### src/rtl/fp_reduce_seq_pkg.sv
// Shared vector-unit definitions: reduction FSM states and default sizing.
package fp_reduce_seq_pkg;

  localparam int unsigned FPR_MAX_VL_DEF = 32;
  localparam int unsigned FPR_DW_DEF     = 32;

  typedef enum logic [1:0] {
    ST_IDLE = 2'd0,
    ST_RUN  = 2'd1,
    ST_DONE = 2'd2
  } fpr_state_e;

endpackage

### src/rtl/fp_reduce_seq.sv
// Sequential FP add/sub reduction: folds a stream of elements into an accumulator
// through an external combinational adder, then presents the result on a handshake.
module fp_reduce_seq
  import fp_reduce_seq_pkg::*;
#(
  parameter  int unsigned MAX_VL = FPR_MAX_VL_DEF,
  parameter  int unsigned DW     = FPR_DW_DEF,
  localparam int unsigned CW     = $clog2(MAX_VL + 1)
) (
  input  logic          clk,
  input  logic          rst_n,
  input  logic          start_i,
  input  logic [CW-1:0] vl_i,
  input  logic          op_sub_i,
  input  logic [DW-1:0] init_i,
  input  logic          abort_i,
  input  logic          elem_valid_i,
  input  logic [DW-1:0] elem_data_i,
  output logic          elem_ready_o,
  output logic [DW-1:0] add_a_o,
  output logic [DW-1:0] add_b_o,
  output logic          add_sub_o,
  input  logic [DW-1:0] add_y_i,
  output logic          res_valid_o,
  output logic [DW-1:0] res_data_o,
  input  logic          res_ready_i,
  output logic          busy_o
);

  fpr_state_e    state_q, state_d;
  logic [DW-1:0] acc_q, acc_d;
  logic [CW-1:0] cnt_q, cnt_d;
  logic [CW-1:0] vl_q, vl_d;
  logic          sub_q, sub_d;

  always_ff @(posedge clk or negedge rst_n) begin
    if (!rst_n) begin
      state_q <= ST_IDLE;
      acc_q   <= '0;
      cnt_q   <= '0;
      vl_q    <= '0;
      sub_q   <= 1'b0;
    end else begin
      state_q <= state_d;
      acc_q   <= acc_d;
      cnt_q   <= cnt_d;
      vl_q    <= vl_d;
      sub_q   <= sub_d;
    end
  end

  always_comb begin
    state_d = state_q;
    acc_d   = acc_q;
    cnt_d   = cnt_q;
    vl_d    = vl_q;
    sub_d   = sub_q;
    unique case (state_q)
      ST_IDLE: begin
        if (start_i) begin
          vl_d    = (vl_i > CW'(MAX_VL)) ? CW'(MAX_VL) : vl_i;
          sub_d   = op_sub_i;
          acc_d   = init_i;
          cnt_d   = '0;
          state_d = (vl_i == '0) ? ST_DONE : ST_RUN;
        end
      end
      ST_RUN: begin
        // abort wins over a simultaneous transfer
        if (abort_i) begin
          state_d = ST_IDLE;
        end else if (elem_valid_i) begin
          acc_d = add_y_i;
          cnt_d = cnt_q + CW'(1);
          if (cnt_q == vl_q - CW'(1)) state_d = ST_DONE;
        end
      end
      ST_DONE: begin
        if (abort_i || res_ready_i) state_d = ST_IDLE;
      end
      default: state_d = ST_IDLE;
    endcase
  end

  assign elem_ready_o = (state_q == ST_RUN);
  assign res_valid_o  = (state_q == ST_DONE);
  assign busy_o       = (state_q != ST_IDLE);
  assign res_data_o   = acc_q;
  assign add_a_o      = acc_q;
  assign add_b_o      = elem_data_i;
  assign add_sub_o    = sub_q;

endmodule

### config.mk
export PLATFORM = sky130hd
export DESIGN_NAME = fp_reduce_seq
export DESIGN_NICKNAME = d
export VERILOG_FILES = /design/src/rtl/fp_reduce_seq_pkg.sv /design/src/rtl/fp_reduce_seq.sv
export SDC_FILE = /design/constraint.sdc
export NUM_CORES = 1
export LEC_CHECK = 0
export CAP_MARGIN = 40
export CORE_ASPECT_RATIO = 1.5
export CORE_MARGIN = 10
export CORE_UTILIZATION = 34
export CTS_CLUSTER_SIZE = 10
export DETAILED_ROUTE_END_ITERATION = 6
export HOLD_SLACK_MARGIN = 0.12
export PLACE_DENSITY = 0.88
export SYNTH_ARGS = -nofsm -noshare
export SYNTH_HDL_FRONTEND = slang
export SYNTH_SLANG_ARGS = --single-unit
### constraint.sdc
create_clock -name clk -period 2.43 [get_ports clk]
set_input_delay 0.486 -clock clk [delete_from_list [all_inputs] [get_ports clk]]
set_output_delay 0.486 -clock clk [all_outputs]
set_load 0.01 [all_outputs]
==> flow_summary.json <==
{
  "status": "finished clean",
  "dieArea_sq_um": 12300,
  "synth_seq_area_share_pct": 42.3,
  "drt_iter0_drc": 52,
  "tns_ns": 0,
  "ys.warnings.count": 0,
  "dp_hpwl_um": 7420,
  "dieHeight_um": 131,
  "fin_crit_sh_pct": 88.0,
  "synth_cells": 338,
  "hold_class": "flip-flop to flip-flop",
  "slew_headroom_pct": 75.8,
  "crit_buf_inv": 0,
  "ant_nets": 0,
  "area_delta_synth_final_pct": 46.8,
  "numCtsBuffers": 5,
  "vias": 2494,
  "synth.distinct_cells": 31,
  "required_ns": 2.62,
  "worstPathMaxFanout": 4,
  "viasPerCell": 4.77,
  "drt-wirelength-per-cell_um": 17.1,
  "power.density_nw_per_um2": 1010,
  "drive_above_1_share_pct": 4.07,
  "synth-seq-cells": 47,
  "layout_min_cycle_time_ns": 2.14,
  "cts.sinks": 47,
  "arrival_ns": 2.33,
  "io_buffers": 144,
  "crit_chain": "or4_1 > or3_1 > a2111oi_2 > nand2_1 > o32ai_2",
  "slowest_stage": "or4_1",
  "finalClockSkew_ns": 0.00530,
  "slowest_delay_ns": 0.54,
  "drtPass1Iterations": 4,
  "tritoncts": "yes",
  "critPathKind": "flip-flop to flip-flop",
  "syn_nets": 449,
  "antenna_cells": 0,
  "ioPinCount": 209,
  "place_area_sq_um": 3880,
  "place.gp.congestion": 0.837,
  "grt_pass1_wl_um": 13400,
  "rows": 40,
  "netlist_area_sq_um": 2780,
  "grt.total_usage_pct": 13.8,
  "routed_wl_um": 8950,
  "cpLargestDelayFamily": "simple AND/OR/NAND/NOR gates",
  "cts.repair.resized": 0,
  "die_w_um": 93.8,
  "timing.fmax_mhz": 468,
  "core_area_sq_um": 8010,
  "clkSlewWorstSetupHoldPaths_ns": 0.06,
  "cp-end-kind": "flip-flop",
  "final_common_cell": "clkdlybuf4s50_1",
  "drv_slew": 0,
  "rsz0062_at_grt": "false",
  "antenna_found_initial": 0,
  "clk_path_buf_depth": 2,
  "fin_area_sq_um": 4080,
  "grt_max_degree": 39,
  "htreeDepth": 2,
  "maxCapViolCount": 0,
  "insertion_delay_ns": 0.28,
  "avgSynthCellArea_sq_um": 8.22,
  "startpoint_type": "flip-flop",
  "start_util_pct": 34.7,
  "p_leak_uw": 0.00170,
  "final_cell_mix": "clkdlybuf4s50_1, nand2_1, dfrtp_1",
  "hold_violations": 0,
  "tightest_slew_ns": 0.363,
  "grt-ovfl-total": 0,
  "nets": 528,
  "drc_errors": 0,
  "grt_pass1_vias": 2697,
  "setup_viol_count_final": 0,
  "peakVddDrop_mv": 0.489,
  "fillers": 778,
  "root_buffer": "clkbuf_16"
}
-- area by class of cell --
cell class	count	area, sq um	area share (%)
Tap cell	105	131	3.22
Inverter	6	22.5	0.552
Timing Repair Buffer	151	1500	36.9
Sequential cell	47	1180	28.9
Clock buffer	6	129	3.16
Multi-Input combinational cell	206	1050	25.8
Clock inverter	2	60.1	1.47
-- state kept, by name, summed over array words and instances, names as in the netlist --
signal / cells
cnt_q: 6
add_a_o: 32
vl_q: 6
add_sub_o: 1
state_q: 2
-- power by group --
group	total (uW)	internal, uW	switching [uW]
registers	1300	1040	257
clock network	870	590	280
logic	1960	1100	858
-- cells in the mapped netlist --
cell       instances  share of area, %
nand3b_1           3              0.81
ha_1               2              0.90
mux2i_1            1              0.36
nor2b_1            1              0.23
nand4_1            3              0.68
nor4_1             1              0.23
o211a_1            1              0.36
clkbuf_1          12               1.6
buf_1              3              0.41
o31ai_1            2              0.54
inv_1              6              0.81
a21oi_1            4              0.72
nand2b_1           7               1.6
nor3_1             1              0.18
and2_1             1              0.23
buf_4             64                17
o32ai_2            1              0.59
o21ai_0            7               1.3
or4_1              1              0.27
nor2_1            41               5.5
nor3b_1            1              0.27
a2111oi_2          1              0.54
or3_1              1              0.23
nand3_1            1              0.18
and3_1             1              0.23
a31oi_1           32               7.2
xor2_1             7               2.2
dfrtp_1           47                42
xnor2_1            3              0.95
o2bb2ai_1          1              0.32
nand2_1           81                11
-- stage by stage --
stage          worst slack, ns  hold slack, ns  std cells  util [%]  power, uW
4_1_cts                  0.290           0.490        523      50.9       4200
3_3_place_gp             0.324           0.291        514      48.4       3260
6_report                 0.292           0.479        523      50.9       4130
3_5_place_dp             0.266           0.290        514      48.4       3310
5_1_grt                  0.145           0.523        523      50.9       4380
2_1_floorplan            0.410           0.190        338         -       2360
-- logic make-up after synthesis --
logic type,count (synthesis),share of synthesized area (%)
flip-flops,47,42.3
XOR/XNOR,10,3.15
multiplexers,1,0.360
adder cells (fa/ha/maj),2,0.901
AO/OA/AOI/OAI,49,11.5
AND/OR/NAND/NOR,144,21.6
buffers and inverters,85,20.1
-- metal layers --
metal  up-vias  wire length [um]  GRT usage [%]  part of all wire (%)
li1       1206                 -              -                     -
met1      1153              3010           13.1                    34
met2        88              4880           25.8                    55
met3        47               623           3.88                   7.0
met4         0               442           8.07                   4.9
met5         -                 0              0                     0
-- final timing paths --
check,start,end,slack [ns],cells after the start
setup / recovery,vl_q[0],state_q[1],0.29,5
hold / removal,add_sub_o,add_sub_o,0.48,2
setup reg to reg,vl_q[0],state_q[1],0.29,5
hold reg to reg,add_sub_o,add_sub_o,0.48,2
max in group asynchronous,rst_n,add_a_o[4],1.37,3
min in group asynchronous,rst_n,vl_q[4],0.54,2
-- repair_timing --
action	in CTS	in global routing
setup endpoints to repair	0	0
buffers inserted	0	0
hold buffers	1	0
endpoints found under the hold margin	2	0
-- worst reg2reg max path, cell delays in order, from the launching register on --
cell       delay, ns
dfrtp_1         0.42
or4_1           0.54
or3_1           0.33
a2111oi_2       0.41
nand2_1         0.15
o32ai_2         0.21
Note: power is estimated with default switching activity, not from simulation.
